### src/rtl/ram_port_arbiter_pkg.sv
// Shared types for the RAM port arbiter: RAM word, RAM handshake state and arbiter FSM state.
package ram_port_arbiter_pkg;

   typedef logic [31:0] word_t;

   typedef enum logic [1:0] {
      FREE   = 2'b00,
      BUSY   = 2'b01,
      ACCESS = 2'b10,
      ERROR  = 2'b11
   } ramstate_t;

   typedef enum logic {
      ARB_IDLE = 1'b0,
      ARB_BUSY = 1'b1
   } arb_state_t;

endpackage

### src/rtl/ram_port_arbiter_rr_picker.sv
// Rotating-priority encoder: returns the first asserted request scanning ptr, ptr+1, ... (mod NREQ).
module rr_picker #(
   parameter  int NREQ = 4,
   localparam int IW   = $clog2(NREQ)
) (
   input  logic [NREQ-1:0] req,
   input  logic [IW-1:0]   ptr,
   output logic [IW-1:0]   gnt_idx,
   output logic            any
);

   // One extra bit so ptr + offset never overflows before the explicit wrap.
   localparam logic [IW:0] NREQ_W = (IW+1)'(NREQ);

   logic [IW:0]   sum;
   logic [IW-1:0] idx;

   always_comb begin
      // NOTE: every variable gets a default first so no path leaves it unassigned (no latch).
      gnt_idx = '0;
      any     = 1'b0;
      sum     = '0;
      idx     = '0;
      for (int k = 0; k < NREQ; k++) begin
         if (!any) begin
            sum = {1'b0, ptr} + (IW+1)'(k);
            if (sum >= NREQ_W) begin
               sum = sum - NREQ_W;
            end
            idx = sum[IW-1:0];
            if (req[idx]) begin
               any     = 1'b1;
               gnt_idx = idx;
            end
         end
      end
   end

endmodule

### src/rtl/ram_port_arbiter.sv
// Round-robin arbiter sharing one RAM port among NREQ requesters, with burst lock,
// per-transaction timeout watchdog and a sticky error flag.
module ram_port_arbiter
   import ram_port_arbiter_pkg::*;
#(
   parameter  int NREQ    = 4,
   parameter  int TIMEOUT = 64,
   localparam int IW      = $clog2(NREQ),
   localparam int CW      = $clog2(TIMEOUT+1)
) (
   input  logic                   CLK,
   input  logic                   RST,
   input  logic [NREQ-1:0]        req_ren,
   input  logic [NREQ-1:0]        req_wen,
   input  logic [NREQ-1:0]        req_lock,
   input  logic [NREQ-1:0][31:0]  req_addr,
   input  logic [NREQ-1:0][31:0]  req_store,
   output logic [NREQ-1:0]        req_wait,
   output logic [NREQ-1:0][31:0]  req_load,
   output logic                   ramREN,
   output logic                   ramWEN,
   output logic [31:0]            ramaddr,
   output logic [31:0]            ramstore,
   input  logic [31:0]            ramload,
   input  ramstate_t              ramstate,
   output logic [IW-1:0]          grant_id,
   output logic                   err_flag
);

   arb_state_t      state;
   logic [IW-1:0]   ptr;
   logic [IW-1:0]   ptr_next;
   logic [CW-1:0]   cnt;
   logic [IW-1:0]   pick_idx;
   logic            pick_any;
   logic            g_active;
   logic            g_access;
   logic            timeout_hit;
   logic [NREQ-1:0] active;

   assign active      = req_ren | req_wen;
   assign g_active    = active[grant_id];
   assign g_access    = (ramstate == ACCESS);
   assign timeout_hit = (cnt == CW'(TIMEOUT-1)) && !g_access;
   // The just-served requester drops to lowest priority.
   assign ptr_next    = (grant_id == IW'(NREQ-1)) ? '0 : grant_id + IW'(1);

   rr_picker #(.NREQ(NREQ)) u_picker (
      .req     (active),
      .ptr     (ptr),
      .gnt_idx (pick_idx),
      .any     (pick_any)
   );

   // NOTE: registered state uses non-blocking assignments so all updates see pre-edge values.
   always_ff @(posedge CLK) begin
      if (RST) begin
         state    <= ARB_IDLE;
         ptr      <= '0;
         grant_id <= '0;
         cnt      <= '0;
         err_flag <= 1'b0;
      end else begin
         case (state)
            ARB_IDLE: begin
               if (pick_any) begin
                  grant_id <= pick_idx;
                  cnt      <= '0;
                  state    <= ARB_BUSY;
               end
            end
            ARB_BUSY: begin
               cnt <= cnt + CW'(1);
               if (ramstate == ERROR) begin
                  err_flag <= 1'b1;
                  ptr      <= ptr_next;
                  state    <= ARB_IDLE;
               end else if (timeout_hit) begin
                  err_flag <= 1'b1;
                  ptr      <= ptr_next;
                  state    <= ARB_IDLE;
               end else if (g_access && req_lock[grant_id] && g_active) begin
                  // Burst continues on the next word without an idle bubble.
                  cnt <= '0;
               end else if (g_access || !g_active) begin
                  ptr   <= ptr_next;
                  state <= ARB_IDLE;
               end
            end
            default: state <= ARB_IDLE;
         endcase
      end
   end

   always_comb begin
      ramREN   = 1'b0;
      ramWEN   = 1'b0;
      ramaddr  = '0;
      ramstore = '0;
      req_wait = '1;
      req_load = '0;
      if (state == ARB_BUSY) begin
         ramWEN             = req_wen[grant_id];
         ramREN             = req_ren[grant_id] & ~req_wen[grant_id];
         ramaddr            = req_addr[grant_id];
         ramstore           = req_store[grant_id];
         req_load[grant_id] = ramload;
         req_wait[grant_id] = !g_access;
      end
   end

endmodule

### config.mk
export PLATFORM = sky130hd
export DESIGN_NAME = ram_port_arbiter
export DESIGN_NICKNAME = d
export VERILOG_FILES = /design/src/rtl/ram_port_arbiter_pkg.sv /design/src/rtl/ram_port_arbiter_rr_picker.sv /design/src/rtl/ram_port_arbiter.sv
export SDC_FILE = /design/constraint.sdc
export NUM_CORES = 1
export LEC_CHECK = 0
export ABC_AREA = 1
export ABC_CLOCK_PERIOD_IN_PS = 3900
export CAP_MARGIN = 20
export CORE_AREA = 10 10 191 193
export CTS_CLUSTER_DIAMETER = 200
export DETAILED_ROUTE_END_ITERATION = 8
export DIE_AREA = 0 0 201 203
export PLACE_DENSITY = 0.45
export SLEW_MARGIN = 20
export SYNTH_ARGS = -nofsm -noshare
export SYNTH_HDL_FRONTEND = slang
export SYNTH_HIERARCHICAL = 1
export SYNTH_SLANG_ARGS = --single-unit
### constraint.sdc
create_clock -name CLK -period 3.9 [get_ports CLK]
set_input_delay 0.78 -clock CLK [delete_from_list [all_inputs] [get_ports CLK]]
set_output_delay 0.78 -clock CLK [all_outputs]
set_load 0.005 [all_outputs]
==> results.ini <==
[outcome]
status=completed

[power_and_ir_drop]
irDropWorstVdd_mv=0.190
leakagePower_nw=3.70
p_per_area_mw_per_mm2=325

[route]
ant_nets=0
drt_first_pass_iters=4
vias_per_cell=4.15
drt-initial-drc-count=254
routed_wl_um=37100
num_vias=7341
wl_per_cell_um=21.0
route.detailed.drc=0

[yosys]
synth_top_flop_cell=dfxtp_1
syn-num-nets=1185
synth_edf_count=0
async_flop_share_pct=0
seq_area_frac_synth_pct=6.40
synth-warning-count=6
ys_ff_latch=13
synth_cells=876
synthDistinctLibCells=29
syn_area_mm2=0.00406
synth.avg_cell_area_um2=4.64

[cells_and_area]
post-route-util_pct=29.5
antennaDiodeCount=0
area_growth_pct=135
nets=1637
layout-drive-gt1-share_pct=3.24
fillCellCount=3656
multiInputGateArea_mm2=0.00320
regArea_um2=265

[sta]
hold_viol=0
worst_pin_slew_ps=1080
final_max_slew_viol_count=0
clock_skew_ps=0.829
min_period_ps=3440
finalCritPeriodShare_pct=88.3
setup_violations=0
whs_ps=449
rsz0062_at_grt=no
setup_tns_ps=0
fmax_mhz=290
relSlewSlack_pct=28.2

[clocking]
cts_resized=0
cts_max_level=1
cts_made_buffers=3
cts_tree=yes
clk_pin_slew_ps=50
cts.sinks=13
clk_latency_ps=250
cts_root_buffer=clkbuf_16
clk_path_buf_depth=2
postCtsSetupBuffers=0
cts_hold_buf=0

[grt]
grt_max_degree=91
grt_pass1_vias=7577
antenna_found_initial=1
grt_overflow=0
track_usage_pct=16.9
grt_pass1_wl_um=53100

[critical_path]
startpoint_type=register
cp-end-kind=output pin
arrival_ps=2660
worstSetupPathType=reg -> out
cp_data_required_time_ps=3120
crit_fanout=90

[place]
port_buffers=504
place_congestion=0.857
dp_hpwl_um=30300

[floorplan]
row_count=66
core_area_mm2=0.0325
die_h_um=203
die_area_mm2=0.0408
die_w_um=201
initial_core_util_pct=12.5
ios=505

[flow_run]
drv_cap=0

[hold_path]
hold_class=reg -> reg

[per-stage QoR]
step	total power [mW]	worst slack, ps	std cells	cell area [um2]
after floorplan	1.51	1550	876	4060
after global placement	2.97	382	1765	9480
after detailed placement	2.96	410	1765	9480
after CTS	3.18	297	1769	9560
after global routing	3.42	209	1769	9560
final	3.10	456	1769	9560
[where the power goes]
part,switching [mW],total (mW),internal (mW)
combinational,1.48,2.72,1.24
sequential,0.0324,0.187,0.155
clock,0.0616,0.200,0.138
[synth_stat cells, types with 6 or more instances]
cell / n / area (um2)
nor2_1: 340 / 1280
o21ai_1: 9 / 45.0
dfxtp_1: 13 / 260
nand2_2: 6 / 37.5
nor3_1: 61 / 305
inv_1: 62 / 233
clkbuf_1: 37 / 139
nand2_1: 56 / 210
buf_2: 29 / 145
nand3_1: 22 / 110
o21ai_0: 128 / 641
a21oi_1: 82 / 410
[sequential cells by signal (all words and copies together), names as in the netlist]
signal / count
cnt: 7
grant_id: 2
ptr: 2
state: 1
err_flag: 1
[worst paths after layout]
check,from,to,slack (ps),cells after the start
worst max-delay path,grant_id[0],ramstore[31],460,6
worst min-delay path,err_flag,err_flag,450,2
worst max register to register,grant_id[0],cnt[6],1880,8
worst min register to register,err_flag,err_flag,450,2
[cells in the final DEF, fill, tap and decap left out, drive strengths merged]
cell type      synthesis  layout
clkbuf                37       4
ha                     5       5
nand4                  1       1
o21ai                138     138
xor2                   1       1
clkdlybuf4s50          0     504
dfxtp                 13      13
nand3b                 1       1
or2                    1       1
a21oi                 82      82
a21boi                 1       1
nand3                 24      24
buf                   37      17
nand2                 63      63
nor2                 342     342
nor3                  62      62
inv                   68      68
[critical path, stage by stage, from the launching register on]
cell	delay, ps
dfxtp_4	360
buf_4	710
nor2_1	150
nor2_1	290
o21ai_0	140
a21oi_1	150
clkdlybuf4s50_1	530
[logic make-up after synthesis]
| family | count (synthesis) | share of synthesized area (%) |
|---|---|---|
| buf+inv | 142 | 14.8 |
| compound gates | 221 | 27.4 |
| xor+xnor | 1 | 0.216 |
| simple gates | 494 | 49.7 |
| flops | 13 | 6.40 |
| fa+ha+maj | 5 | 1.54 |
[routing by layer]
metal / global-route usage, % / wire length, um / part of all wire, %
met5: 0 / 11 / 0.030
met3: 7.08 / 3820 / 10
met2: 31.2 / 18500 / 50
met1: 18.0 / 14300 / 39
met4: 2.14 / 434 / 1.2
[layout make-up]
type / count / share of cell area, %
Timing Repair Buffer: 521 / 54.4
Multi-Input combinational cell: 721 / 33.5
Tap cell: 442 / 5.79
Sequential cell: 13 / 2.77
Inverter: 68 / 2.75
Clock buffer: 4 / 0.825
Note: power is estimated with default switching activity, not from simulation.
